`src/rtl/toggle_rx.sv`:
```
// Toggle-encoded event receiver. TIN is synchronized and each level change
// becomes one event. Events accumulate in a saturating pending counter that
// a consumer drains through a VALID/READY handshake. A sticky OVF flag marks
// any event lost while the counter was full.
module toggle_rx #(
  parameter int CNT_W = 4
) (
  input  logic             CLK,
  input  logic             RST,
  input  logic             TIN,
  input  logic             READY,
  input  logic             CLR,
  output logic             EVT,
  output logic             VALID,
  output logic [CNT_W-1:0] COUNT,
  output logic             FULL,
  output logic             OVF
);

  localparam logic [CNT_W-1:0] CNT_MAX = '1;
  localparam logic [CNT_W-1:0] CNT_ONE = CNT_W'(1);

  // Occupancy is a pure decode of the counter, so no separate state register.
  typedef enum logic [1:0] {OCC_EMPTY, OCC_PENDING, OCC_FULL} occ_e;

  logic             s1_q, s2_q, s3_q;
  logic             evt_q;
  logic [CNT_W-1:0] count_q, count_d;
  logic             ovf_q, ovf_d;
  logic             det;
  logic             pop;
  occ_e             occ;

  // Two-flop synchronizer plus history flop; CLR deliberately leaves these alone.
  always_ff @(posedge CLK) begin
    if (RST) begin
      s1_q  <= 1'b0;
      s2_q  <= 1'b0;
      s3_q  <= 1'b0;
      evt_q <= 1'b0;
    end else begin
      s1_q  <= TIN;
      s2_q  <= s1_q;
      s3_q  <= s2_q;
      evt_q <= det;
    end
  end

  // Both edges of the synchronized line count as an event.
  assign det = s2_q ^ s3_q;

  // Decode occupancy from the current count.
  always_comb begin
    occ = OCC_PENDING;
    if (count_q == '0)          occ = OCC_EMPTY;
    else if (count_q == CNT_MAX) occ = OCC_FULL;
  end

  assign VALID = (occ != OCC_EMPTY);
  assign FULL  = (occ == OCC_FULL);
  assign pop   = VALID & READY;

  // Counter next state: saturate at max (flag overflow), never go below zero.
  always_comb begin
    count_d = count_q;
    ovf_d   = ovf_q;
    if (CLR) begin
      count_d = '0;
      ovf_d   = 1'b0;
    end else begin
      unique case ({det, pop})
        2'b10: begin
          if (occ == OCC_FULL) ovf_d   = 1'b1;
          else                 count_d = count_q + CNT_ONE;
        end
        2'b01:   count_d = count_q - CNT_ONE;
        default: count_d = count_q;
      endcase
    end
  end

  // Counter and overflow registers.
  always_ff @(posedge CLK) begin
    if (RST) begin
      count_q <= '0;
      ovf_q   <= 1'b0;
    end else begin
      count_q <= count_d;
      ovf_q   <= ovf_d;
    end
  end

  assign EVT   = evt_q;
  assign COUNT = count_q;
  assign OVF   = ovf_q;

endmodule

```
`config.mk`:
```
export PLATFORM = sky130hd
export DESIGN_NAME = toggle_rx
export DESIGN_NICKNAME = d
export VERILOG_FILES = /design/src/rtl/toggle_rx.sv
export SDC_FILE = /design/constraint.sdc
export NUM_CORES = 1
export LEC_CHECK = 0
export CAP_MARGIN = 15
export CORE_AREA = 2 2 39 41
export CTS_CLUSTER_SIZE = 16
export DETAILED_ROUTE_END_ITERATION = 8
export DIE_AREA = 0 0 41 43
export DONT_BUFFER_PORTS = 1
export GPL_TIMING_DRIVEN = 0
export MAX_ROUTING_LAYER = met4
export PLACE_DENSITY_LB_ADDON = 0.2
export RECOVER_POWER = 50
export SKIP_LAST_GASP = 1
export SLEW_MARGIN = 20
export SYNTH_ARGS = -nofsm -noshare
export SYNTH_HDL_FRONTEND = slang
export SYNTH_SLANG_ARGS = --single-unit
```
`constraint.sdc`:
```
create_clock -name CLK -period 2.3 [get_ports CLK]
set_input_delay 0.345 -clock CLK [delete_from_list [all_inputs] [get_ports CLK]]
set_output_delay 0.345 -clock CLK [all_outputs]
set_load 0.03 [all_outputs]
```
Word level (Yosys, flattened, before mapping)
Cells that the tools add are included.

storage, ports and cells
  register bits after elaboration = 9
  input bits = 5
  word-level logic and storage cells = 25

operators by class
  add/subtract/negate cells = 2
  equality and inequality tests = 5
  muxes and demuxes = 4
  bitwise operators = 2
  reductions and logical operators = 6

operators with widths
  cell                                                 number
  one-hot mux 4 bit (2 select lines)                   1
  adder 4 x 1 -> 4 bit, second input constant          1
  equality test 2 bit, second input constant           2
  equality test 4 bit, second input constant           1
  logical NOT 4 bit                                    1
  two-way mux 2 bit                                    2
  two-way mux 4 bit                                    1
  AND reduction 2 bit                                  2
  nonzero test 2 bit                                   2
  subtractor 4 x 1 -> 4 bit, second input constant     1
  equality test 2 x 1 -> 1 bit, second input constant  1
  != test 2 bit, second input constant                 1
  OR reduction 2 bit                                   1
  AND 1 bit                                            1
  XOR 1 bit                                            1

Longest topological paths before layout
  depth in word-level cells = 8
  mapped depth = 8
  depth with buffers taken out = 8

Worst setup path after synthesis
OpenSTA, ideal clock, no wires.

  path type = register to register
  start point = register count_q[2], in the netlist COUNT[2]
  end point = register count_q[3], in the netlist COUNT[3]
  arrival = 2.267 ns
  setup slack = -0.086 ns
  cell stages (with the launch flop) = 8
  buffers on the path = 0
  cell sequence = dfxtp_1 > or4_4 > nand3_4 > inv_4 > ha_1 > a21oi_1 > a2111oi_0 > a211o_1

on the way
  cells in the longest elaborated chain, start to end = 8

ends and longest elaborated chain
  element                                                                      RTL line  text
  start, declared                                                              28        logic [CNT_W-1:0] count_q, count_d;
  start signal, assigned                                                       88        count_q <= count_d;
  equality test 4 bit                                                          56        else if (count_q == CNT_MAX) occ = OCC_FULL;
  two-way mux 2 bit                                                            56
  two-way mux 2 bit (*)                                                        55        if (count_q == '0) occ = OCC_EMPTY;
  nonzero test 2 bit (*)                                                       59        assign VALID = (occ != OCC_EMPTY);
  via VALID                                                                    14        output logic VALID,
  AND 1 bit (*)                                                                61        assign pop = VALID & READY;
  equality test 2 bit / equality test 2 x 1 -> 1 bit (equally long branches)   71        unique case ({det, pop})
  != test 2 bit (no source line) / nonzero test 2 bit (equally long branches)  --
  AND reduction 2 bit (no source line)                                         --

The timed path passes the listed nets; every way through them passes the cells marked *. The select of a mux whose other input is x is not followed.
A chain may end at the register's enable or synchronous reset.

Worst setup path after layout
Same ends and word-level chain as after synthesis.

==> impl_metrics.tcl <==
set metrics [dict create \
    reg2reg_setup_slack_ns 0.05 \
    track_usage_pct 14.6 \
    core_um2 1380 \
    ctsHoldBuffers 0 \
    max-cap-violations 0 \
    portBuffers 0 \
    synth_ff_type "dfxtp_1" \
    fin_crit_ns 2.25 \
    worst_hold_slack_ns 0.145 \
    clock_skew_ns 0.00778 \
    vias_per_cell 5.50 \
    p_per_area_nw_per_um2 505 \
    path_cells "or4_4 -> nand3_4 -> inv_6 -> ha_4 -> nand3_4 -> nand4b_1 -> mux2i_1 -> a211o_1" \
    slew_headroom_pct 76.3 \
    crit_fanout 8 \
    fillers 133 \
    async_flop_share_pct 0 \
    hold_path_class "input pin to flop" \
    synth-seq-area-share_pct 35.2 \
    cts.sinks 9 \
    rows 14 \
    synth_seq_cells 9 \
    cts_root_buf "clkbuf_4" \
    diodes 0 \
    post_drt_wl_per_cell_um 14.7 \
    start_util_pct 37.0 \
    cp.arrival_ns 2.39 \
    p_leak_nw 0.200 \
    r2r-start "COUNT[2]" \
    clk_latency_ns 0.26 \
    totalWireLength_um 1030 \
    slowest_stage "or4_4" \
    final_nets 63 \
    path_class "flop to flop" \
    setup_viol 0 \
    cts_max_level 1 \
    dp_hpwl_um 749 \
    grt_pass1_vias 386 \
    avgSynthCellArea_um2 10.4 \
    worst_slew_pin_slew_ns 0.355 \
    cts_buffer_depth 2 \
    drtPass1Iterations 2 \
    grt_pass1_wl_um 1670 \
    gp_congestion 0.619 \
    clkTransAtPathRegs_ns 0.06 \
    yosysUniqueCellTypes 33 \
    cp_top_family "simple AND/OR/NAND/NOR gates" \
    end_kind "flop" \
    ir_drop_mv 0.298 \
    start_kind "flop" \
    postRouteAntennaNets 0 \
    netlist.area_leader.share_pct 35.2 \
    slowest_delay_ns 0.66 \
    fp.dieW_um 41 \
    crit_path_start "COUNT[2]" \
    critPathBufInv 1 \
    drive_gt1_share_pct 35.2 \
    rsz0062_at_grt "false" \
    netlist_instances 49 \
    synth_edf_count 0 \
    synth.yosys.warnings 0 \
    ios 13 \
    min_period_over_period_pct 97.7 \
    yosysTopAreaCell "dfxtp_1" \
    drc 0 \
    hold_violations 0 \
    holdCritStartpoint "RST" \
    die_h_um 43 \
    slew_viol_final 0 \
    cts_tree "yes" \
    cpMostUsedCell "nand3_4" \
    cp_data_required_time_ns 2.45 \
    numCtsBuffers 3 \
    drtIter0Drc 3 \
    grt_max_degree 9 \
    die_area_um2 1760 \
    syn_area_um2 512 \
    antenna_found_initial 0 \
    fmax_ghz 0.445 \
    fin_tns_setup_ns 0 \
    syn_to_final_growth_pct 26.7 \
    status "finished, final reports clean" \
    overflow 0 \
    synth_area_leaders "dfxtp_1 (35%), xnor2_4 (5.4%), ha_1 (4.9%)" \
    vias 385 \
    synth_nets 57 \
]
[power breakdown]
part           switching, W  internal (W)  total (W)
Clock             0.0000560     0.0000668   0.000123
Sequential       0.00000995      0.000157   0.000167
Combinational     0.0000200     0.0000174  0.0000374
Total             0.0000859      0.000241   0.000327
[stage by stage]
| step | util, % | setup slack, ns | instances | cell area, µm² | power, W |
|---|---|---|---|---|---|
| CTS | 43.3 | 0.00890 | 69 | 599 | 0.000329 |
| global placement | 39.0 | -0.121 | 65 | 539 | 0.000206 |
| floorplan | - | 0.0149 | 49 | 519 | 0.000201 |
| detailed placement | 39.0 | -0.150 | 65 | 539 | 0.000206 |
| finish | 46.8 | 0.0524 | 70 | 648 | 0.000327 |
| global route | 46.8 | 0.00360 | 70 | 648 | 0.000343 |
[repair_timing]
item	CTS	global route
setup buffers	0	1
resized for setup	6	7
cloned	0	0
setup endpoints to repair	1	1
endpoints found under the hold margin	0	0
pin swaps	2	4
[synth_stat cells (all sizes together) (2+ instances only)]
cell type	instances
a211oi	2
nand2	2
o21ai	3
inv	3
ha	2
dfxtp	9
nor2	2
nor2b	3
nand3	2
nor3	2
xnor2	2
[path summary, 6_finish.rpt]
check	end	cells past startpoint
worst min register to register	s2_q	1
worst min-delay path	EVT	1
worst max-delay path	COUNT[3]	8
worst max register to register	COUNT[3]	8
[cell families (layout without fill, tap and decap cells)]
group / after synthesis / count (layout) / share of synthesized area, %
buf+inv: 3 / 8 / 2.69
flops: 9 / 9 / 35.2
simple gates: 18 / 18 / 24.0
xor+xnor: 3 / 3 / 8.80
fa+ha+maj: 3 / 3 / 8.80
mux: 1 / 1 / 1.96
compound gates: 12 / 12 / 18.6
[registers in the layout, indices dropped and copies added (netlist names)]
register and flops:
s2_q 1, EVT 1, s3_q 1, OVF 1, COUNT 4, s1_q 1
[worst register-to-register path: stages, from the launching register on]
cell and delay (ns):
dfxtp_4 0.40, or4_4 0.66, nand3_4 0.14, inv_6 0.07
ha_4 0.30, nand3_4 0.10, nand4b_1 0.13, mux2i_1 0.08
a211o_1 0.26
[final cells by class]
class | instances | area (µm²) | share of cell area [%]
multi-input cells | 37 | 385 | 59.5
flip-flops and latches | 9 | 193 | 29.7
clock buffers | 4 | 26.3 | 4.05
well taps | 16 | 20.0 | 3.09
inverters | 3 | 16.3 | 2.51
repair buffers | 1 | 7.51 | 1.16
[metal layers]
metal	routed length [µm]	track usage [%]	up-vias
met5	0	-	-
met3	92	9.42	0
met1	466	19.2	176
met2	472	18.1	14
li1	-	-	195
met4	0	4.00	0
[placed cells by master, fill, tap and decap left out, drive strengths merged, types with 2 or more instances in the layout]
cell type  n
a211oi     2
clkbuf     4
dfxtp      9
ha         2
inv        3
nand2      2
nand3      2
nor2       2
nor2b      3
nor3       2
o21ai      3
xnor2      2
No activity file was read; power rests on OpenSTA's default activity.
